<file path="src/rtl/rf_param_clken_pkg.sv">
// Shared defaults and helpers for the rf_param_clken register file.
// Optional macro: RF_BYPASS_EN (same-edge write-to-read bypass).
package rf_param_clken_pkg;
  localparam int DEF_WIDTH = 16;
  localparam int DEF_DEPTH = 8;
  localparam int DEF_AW    = 3;
  localparam logic RST_BIT = 1'b0;

  function automatic int strb_w(int w);
    return w / 8;
  endfunction
endpackage

</file>
<file path="src/rtl/rf_read_port.sv">
// One synchronous read port: range/zero check, optional bypass merge.
// Optional macro: RF_BYPASS_EN.
module rf_read_port
  import rf_param_clken_pkg::*;
#(
  parameter int WIDTH    = DEF_WIDTH,
  parameter int DEPTH    = DEF_DEPTH,
  parameter int AW       = DEF_AW,
  parameter int ZERO_REG = 0,
  localparam int SW      = strb_w(WIDTH)
) (
  input  logic                         clk_n,
  input  logic                         rst,
  input  logic                         clk_en,
  input  logic                         re,
  input  logic [AW-1:0]                raddr,
  input  logic [DEPTH-1:0][WIDTH-1:0] mem,
`ifdef RF_BYPASS_EN
  input  logic                         wr_ok,
  input  logic [AW-1:0]                waddr,
  input  logic [WIDTH-1:0]             wdata,
  input  logic [SW-1:0]                wstrb,
`endif
  output logic [WIDTH-1:0]             rdata,
  output logic                         rvalid
);

  logic [WIDTH-1:0] word;

  // Unmatched addresses (out of range, or entry 0 when hardwired) read zero.
  always_comb begin
    word = {WIDTH{RST_BIT}};
    for (int i = 0; i < DEPTH; i++) begin
      if (raddr == AW'(i) && !(ZERO_REG != 0 && i == 0))
        word = mem[i];
    end
`ifdef RF_BYPASS_EN
    if (wr_ok && waddr == raddr) begin
      for (int b = 0; b < SW; b++) begin
        if (wstrb[b])
          word[b*8 +: 8] = wdata[b*8 +: 8];
      end
    end
`endif
  end

  always_ff @(posedge clk_n) begin
    if (rst) begin
      rdata  <= {WIDTH{RST_BIT}};
      rvalid <= 1'b0;
    end else if (clk_en) begin
      rvalid <= re;
      if (re)
        rdata <= word;
    end
  end

endmodule

</file>
<file path="src/rtl/rf_param_clken.sv">
// Clock-enabled DEPTH x WIDTH register file, byte-strobed write, two reads.
// Optional macro: RF_BYPASS_EN (colliding read returns post-write data).
module rf_param_clken
  import rf_param_clken_pkg::*;
#(
  parameter int WIDTH    = DEF_WIDTH,
  parameter int DEPTH    = DEF_DEPTH,
  parameter int AW       = DEF_AW,
  parameter int ZERO_REG = 0,
  localparam int SW      = strb_w(WIDTH)
) (
  input  logic             clk_n,
  input  logic             rst,
  input  logic             clk_en,
  input  logic             we,
  input  logic [AW-1:0]    waddr,
  input  logic [WIDTH-1:0] wdata,
  input  logic [SW-1:0]    wstrb,
  input  logic             re_a,
  input  logic [AW-1:0]    raddr_a,
  output logic [WIDTH-1:0] rdata_a,
  output logic             rvalid_a,
  input  logic             re_b,
  input  logic [AW-1:0]    raddr_b,
  output logic [WIDTH-1:0] rdata_b,
  output logic             rvalid_b
);

  localparam logic [AW:0] DEPTH_V = (AW+1)'(DEPTH);

  logic [DEPTH-1:0][WIDTH-1:0] mem;
  logic in_range;
  logic zero_hit;
  logic wr_ok;

  assign in_range = {1'b0, waddr} < DEPTH_V;
  assign zero_hit = (ZERO_REG != 0) && (waddr == '0);
  assign wr_ok    = clk_en && we && (|wstrb) && in_range && !zero_hit;

  always_ff @(posedge clk_n) begin
    if (rst) begin
      mem <= {DEPTH*WIDTH{RST_BIT}};
    end else if (wr_ok) begin
      for (int i = 0; i < DEPTH; i++) begin
        for (int b = 0; b < SW; b++) begin
          if (waddr == AW'(i) && wstrb[b])
            mem[i][b*8 +: 8] <= wdata[b*8 +: 8];
        end
      end
    end
  end

  rf_read_port #(
    .WIDTH(WIDTH), .DEPTH(DEPTH), .AW(AW), .ZERO_REG(ZERO_REG)
  ) u_port_a (
    .clk_n(clk_n), .rst(rst), .clk_en(clk_en),
    .re(re_a), .raddr(raddr_a), .mem(mem),
`ifdef RF_BYPASS_EN
    .wr_ok(wr_ok), .waddr(waddr), .wdata(wdata), .wstrb(wstrb),
`endif
    .rdata(rdata_a), .rvalid(rvalid_a)
  );

  rf_read_port #(
    .WIDTH(WIDTH), .DEPTH(DEPTH), .AW(AW), .ZERO_REG(ZERO_REG)
  ) u_port_b (
    .clk_n(clk_n), .rst(rst), .clk_en(clk_en),
    .re(re_b), .raddr(raddr_b), .mem(mem),
`ifdef RF_BYPASS_EN
    .wr_ok(wr_ok), .waddr(waddr), .wdata(wdata), .wstrb(wstrb),
`endif
    .rdata(rdata_b), .rvalid(rvalid_b)
  );

endmodule

</file>
<file path="config.mk">
export PLATFORM = sky130hd
export DESIGN_NAME = rf_param_clken
export DESIGN_NICKNAME = d
export VERILOG_FILES = /design/src/rtl/rf_param_clken_pkg.sv /design/src/rtl/rf_read_port.sv /design/src/rtl/rf_param_clken.sv
export SDC_FILE = /design/constraint.sdc
export NUM_CORES = 1
export LEC_CHECK = 0
export ABC_AREA = 1
export BUFFER_PORTS_ARGS = -buffer_cell sky130_fd_sc_hd__buf_2
export CAP_MARGIN = 20
export CELL_PAD_IN_SITES_DETAIL_PLACEMENT = 1
export CELL_PAD_IN_SITES_GLOBAL_PLACEMENT = 1
export CORE_MARGIN = 1.5
export CORE_UTILIZATION = 48
export CTS_BUF_LIST = sky130_fd_sc_hd__clkbuf_8
export DETAILED_ROUTE_END_ITERATION = 12
export PLACE_DENSITY_LB_ADDON = 0.1
export SETUP_SLACK_MARGIN = 0.15
export SYNTH_ARGS = -nofsm -noshare
export SYNTH_HDL_FRONTEND = slang
export SYNTH_SLANG_ARGS = --single-unit
</file>
<file path="constraint.sdc">
create_clock -name clk_n -period 3.69 [get_ports clk_n]
set_input_delay 0.738 -clock clk_n [delete_from_list [all_inputs] [get_ports clk_n]]
set_output_delay 0.738 -clock clk_n [all_outputs]
set_load 0.02 [all_outputs]
</file>
# Yosys cells after proc, flatten, opt, wreduce, memory -nomap -nowiden

Index checks and enable logic that the tools add are counted.

Output and inout port bits: 34
Register bits: 162

Reduce and logical (&&, ||, !) cells: 40
Equality and inequality tests: 21
Multiplexer cells: 16

Operators with widths:

| operator                                                              | number |
|---|---|
| 16-bit 2-to-1 mux                                                     | 16 |
| 3-bit equality test, second input constant                            | 12 |
| 2-bit AND reduction                                                   | 18 |
| 3-bit by 2-bit equality test with 1-bit output, second input constant | 6 |
| 1-bit logical AND                                                     | 18 |
| 3-bit by 1-bit equality test with 1-bit output, second input constant | 3 |
| 3-bit logical NOT                                                     | 3 |
| 2-bit OR reduction                                                    | 1 |

# Logic depth before layout (Yosys ltp)

Depth after elaboration: 9
Gate-level depth with buffers: 10
Depth with buffers taken out: 9

# Cells and area by module

A second synthesis with hierarchy kept.

Cell total of the unflattened synthesis: 1372
Area, all modules: 8758.4 µm²

By module, submodules not included:

| module         | area an instance (µm²) | instances | cells each |
|---|---|---|---|
| rf_param_clken | 5114.9                 | 1         | 728 |
| rf_read_port   | 1821.7                 | 2         | 322 |

# Worst setup path before layout

No wires, ideal clock.

Path kind: in2reg
From: input port raddr_b[1]
To: register u_port_b.rdata[10]
Stages on the path: 8
Required time: 3.558 ns
Arrival time: 1.625 ns
Buffers on the path: 2
Slack: 1.933 ns
Setup time: 0.132 ns
Path through: buf_4 nand3_1 buf_1 nor2_1 nor2_1 nand4_1 nand2_1 a21oi_1

Longest elaborated chain between the ends: 9
Elaborated cells between the ends (all ways): 16
Classes of those cells: eq/ne: 7; mux: 8; reduce/logical: 1

Ends and longest elaborated chain:

| element                         | RTL line             | text |
|---|---|---|
| start: declaration              | rf_param_clken.sv:24 | `input logic [AW-1:0] raddr_b,` |
| 3-bit logical NOT               | rf_read_port.sv:34   | `if (raddr == AW'(i) && !(ZERO_REG != 0 && i == 0))` |
| 16-bit 2-to-1 mux (7 in series) | rf_read_port.sv:34   |  |
| 16-bit 2-to-1 mux *             | rf_read_port.sv:34   |  |
| end signal: assignment          | rf_read_port.sv:49   | `rdata <= {WIDTH{RST_BIT}};` |
| end signal: assignment          | rf_read_port.sv:54   | `rdata <= word;` |
| end: declaration                | rf_read_port.sv:24   | `output logic [WIDTH-1:0] rdata,` |

Mark *: on every way between the ends. The rest lies on a longest branch, timed or not.
A chain may end at the register's enable or synchronous reset.

# Worst setup path after layout

From: input port raddr_b[2]
To: register u_port_b.rdata[8]

The elaborated chain is that of the path after synthesis.

==> run summary <==
CTS Root Cell: clkbuf_8
fin crit share: 66.7%
initial antenna violation count: 0
dpl cell area: 0.00822 mm2
actual slew at the worst max-slew pin: 1.02 ns
total wire length: 28.9 mm
Netlist Area Pre-Place: 0.00787 mm2
Syn Area/Cell: 6.67 um2
CTS tree: done
CORE AREA: 0.0159 mm2
Post-Synthesis Cells: 1180
Leakage: 3.49 nW
Setup crit end kind: register
Die ar.: 0.0172 mm2
I/O Pins: 67
post-synth top area cell: dfxtp_1
Max stage delay on crit path: 0.64 ns
Cell Pwr Density: 407 mW/mm2
share of cells above drive strength 1: 10.7%
DRC viols: 0
clock-pin transition on the worst setup and hold timing paths: 0.10 ns
Max-Slew Margin vs Limit: 31.6%
GRT met2 Usage: 57.5%
Site Rows: 46
setup slack at placement: 0.922 ns
Syn-to-layout area delta: 9.58%
Layout Utilization: 54.1%
Fin Setup TNS: 0 ns
worst clock skew: 0.0114 ns
setup violators final: 0
library cells used by synthesis: 19
WL per Instance: 20.2 um
Routed Antenna Nets: 0
Required @ worst endpoint: 4.10 ns
Most common cell on crit path: nand2_1
number of global-route vias before repair: 8297
global-route wire length before repair: 44.5 mm
Detailed Route Iter0 Violations: 715
Worst EP arrival: 2.87 ns
final hold violations: 0
post-synth top area share: 41.2%
top_reg_cell synth: dfxtp_1
max cap viols: 0
chip width: 131 um
postcts setup bufs: 0
flops & latches, synth: 162
number of synthesized flops with an enable pin: 0
Slowest-stage cell, CP: nand3_1
Tot Pwr: 0.00351 W
fillers: 2222
post-synthesis sequential area ratio: 41.2%
routed vias/inst: 5.90
worst skew pair latency: 0.48 ns
Antenna diodes: 0
Crit path buffers/inverters: 3
H-tree depth: 4
CP delay by family, top: buffers and inverters
TritonCTS buffer count: 17
crit path max fanout: 40
GRT Util Overall: 34.3%
syn nets: 1213
largest net degree at the start of global routing: 71
CTS sink count: 162
RSZ-0062 raised after global routing: false
final worst setup slack: 1.23 ns
minimum clock period: 2.46 ns
grt ovf: 0
Max Slew Vio Count: 0
global-route met1 utilization: 41.9%
Fmax: 406 MHz
Post-CTS Resized: 0
critical path launch point type: input port
Nets: 1234
fin area: 0.00862 mm2
HP Class: register to register
Die Span Y: 131 um
Placer Congestion: 0.872
met3 global-route usage: 6.19%
Buffers on Ports: 66
DP HPWL: 19.9 mm
crit path cell chain: buf_2 > inv_2 > nand3_1 > inv_1 > nand2_1 > nand4_1 > nand2_1 > a21oi_1
CTS Hold Bufs: 0
via count: 8443
most common cell in the netlist: nor2_1
synth warn: 0
status: finished, final reports clean
async set-or-reset flop fraction in the synthesized netlist: 0%
largest cells by area after synthesis: dfxtp_1 (41%), nor2_1 (11%), a21oi_1 (9.2%)
DR pass1 iterations: 9
Clock Path Buffers: 2
critical path type: input port to register
Commonest cells post-synth: nor2_1 (240), dfxtp_1 (162), nand2_1 (155)
Top Usage Layer GRT: met2
Initial Utilization: 49.3%
Worst VDD drop: 225 uV
## routing by layer
metal  wire [um]  share of wire, %  vias to the layer above
met5           0                 0                        -
met4        1440               5.0                        0
met3        1440               5.0                       94
met2       13900                48                      295
met1       12100                42                     4103
li1            -                 -                     3951
## flip-flops by register name, summed over array words and instances (netlist names)
| register | cells |
|---|---|
| mem | 128 |
| u_port_a.rdata | 16 |
| u_port_b.rdata | 16 |
| u_port_a.rvalid | 1 |
| u_port_b.rvalid | 1 |
## cell families (layout without fill, tap and decap cells)
logic type             after synthesis  count (layout)  share of synthesized area (%)
AOI/OAI and AO/OA                  289             289                           18.4
buffers and inverters              180             214                           9.50
DFF                                162             162                           41.2
and+or+nand+nor                    549             549                           30.9
## report_power, final
part	switching (W)	internal (W)	total [W]
logic	0.000255	0.0000806	0.000336
clock network	0.000713	0.000663	0.00138
registers	0.0000216	0.00178	0.00180
total	0.000989	0.00252	0.00351
## through the flow
step | hold WS, ns | cells
after global routing | 0.491 | 1430
after CTS | 0.471 | 1430
final | 0.468 | 1430
after detailed placement | 0.456 | 1398
after global placement | 0.448 | 1398
after floorplan | 0.439 | 1180
## final timing paths
check                                       start  slack, ns                              end  depth (start not counted)
hold reg to reg   u_port_a.rdata[13]$_SDFFE_PP0P_       0.47  u_port_a.rdata[13]$_SDFFE_PP0P_                          2
hold / removal    u_port_a.rdata[13]$_SDFFE_PP0P_       0.47  u_port_a.rdata[13]$_SDFFE_PP0P_                          2
setup / recovery                       raddr_b[2]       1.23   u_port_b.rdata[8]$_SDFFE_PP0P_                          8
setup reg to reg             mem[15]$_SDFFE_PP0P_       2.49  u_port_b.rdata[15]$_SDFFE_PP0P_                          6
## final cells by class
cell class | instances | area (um2) | area share, %
multi-input cells | 838 | 3870 | 45.0
clock inverters | 15 | 169 | 1.96
well taps | 216 | 270 | 3.14
flip-flops and latches | 162 | 3240 | 37.6
clock buffers | 17 | 234 | 2.71
repair buffers | 79 | 440 | 5.11
inverters | 103 | 387 | 4.49
## cell usage in the layout (no fill, tap or decap)
| cell | netlist | routed |
|---|---|---|
| buf_12 | 0 | 1 |
| buf_4 | 7 | 12 |
| nor2_4 | 4 | 4 |
| buf_2 | 30 | 66 |
| inv_2 | 10 | 11 |
| nand4_1 | 78 | 78 |
| nor3_1 | 12 | 12 |
| clkbuf_8 | 0 | 17 |
| dfxtp_1 | 162 | 162 |
| nor2_2 | 2 | 2 |
| nor2_1 | 240 | 240 |
| o21ai_0 | 144 | 144 |
| nand2_1 | 155 | 155 |
| nand3_1 | 53 | 53 |
| clkinvlp_4 | 0 | 6 |
| clkinv_2 | 0 | 1 |
| a21oi_1 | 145 | 145 |
| nor3_4 | 4 | 4 |
| nand3_2 | 1 | 1 |
| inv_6 | 0 | 2 |
| inv_1 | 93 | 95 |
| bufinv_16 | 0 | 3 |
## worst reg2reg max path, stage by stage, from the launching register on
cell	delay, ns
dfxtp_1	0.36
nand3_1	0.10
nand3_1	0.09
nor2_1	0.24
nand4_1	0.14
nand2_1	0.09
a21oi_1	0.06
Note: power is estimated with default switching activity, not from simulation.
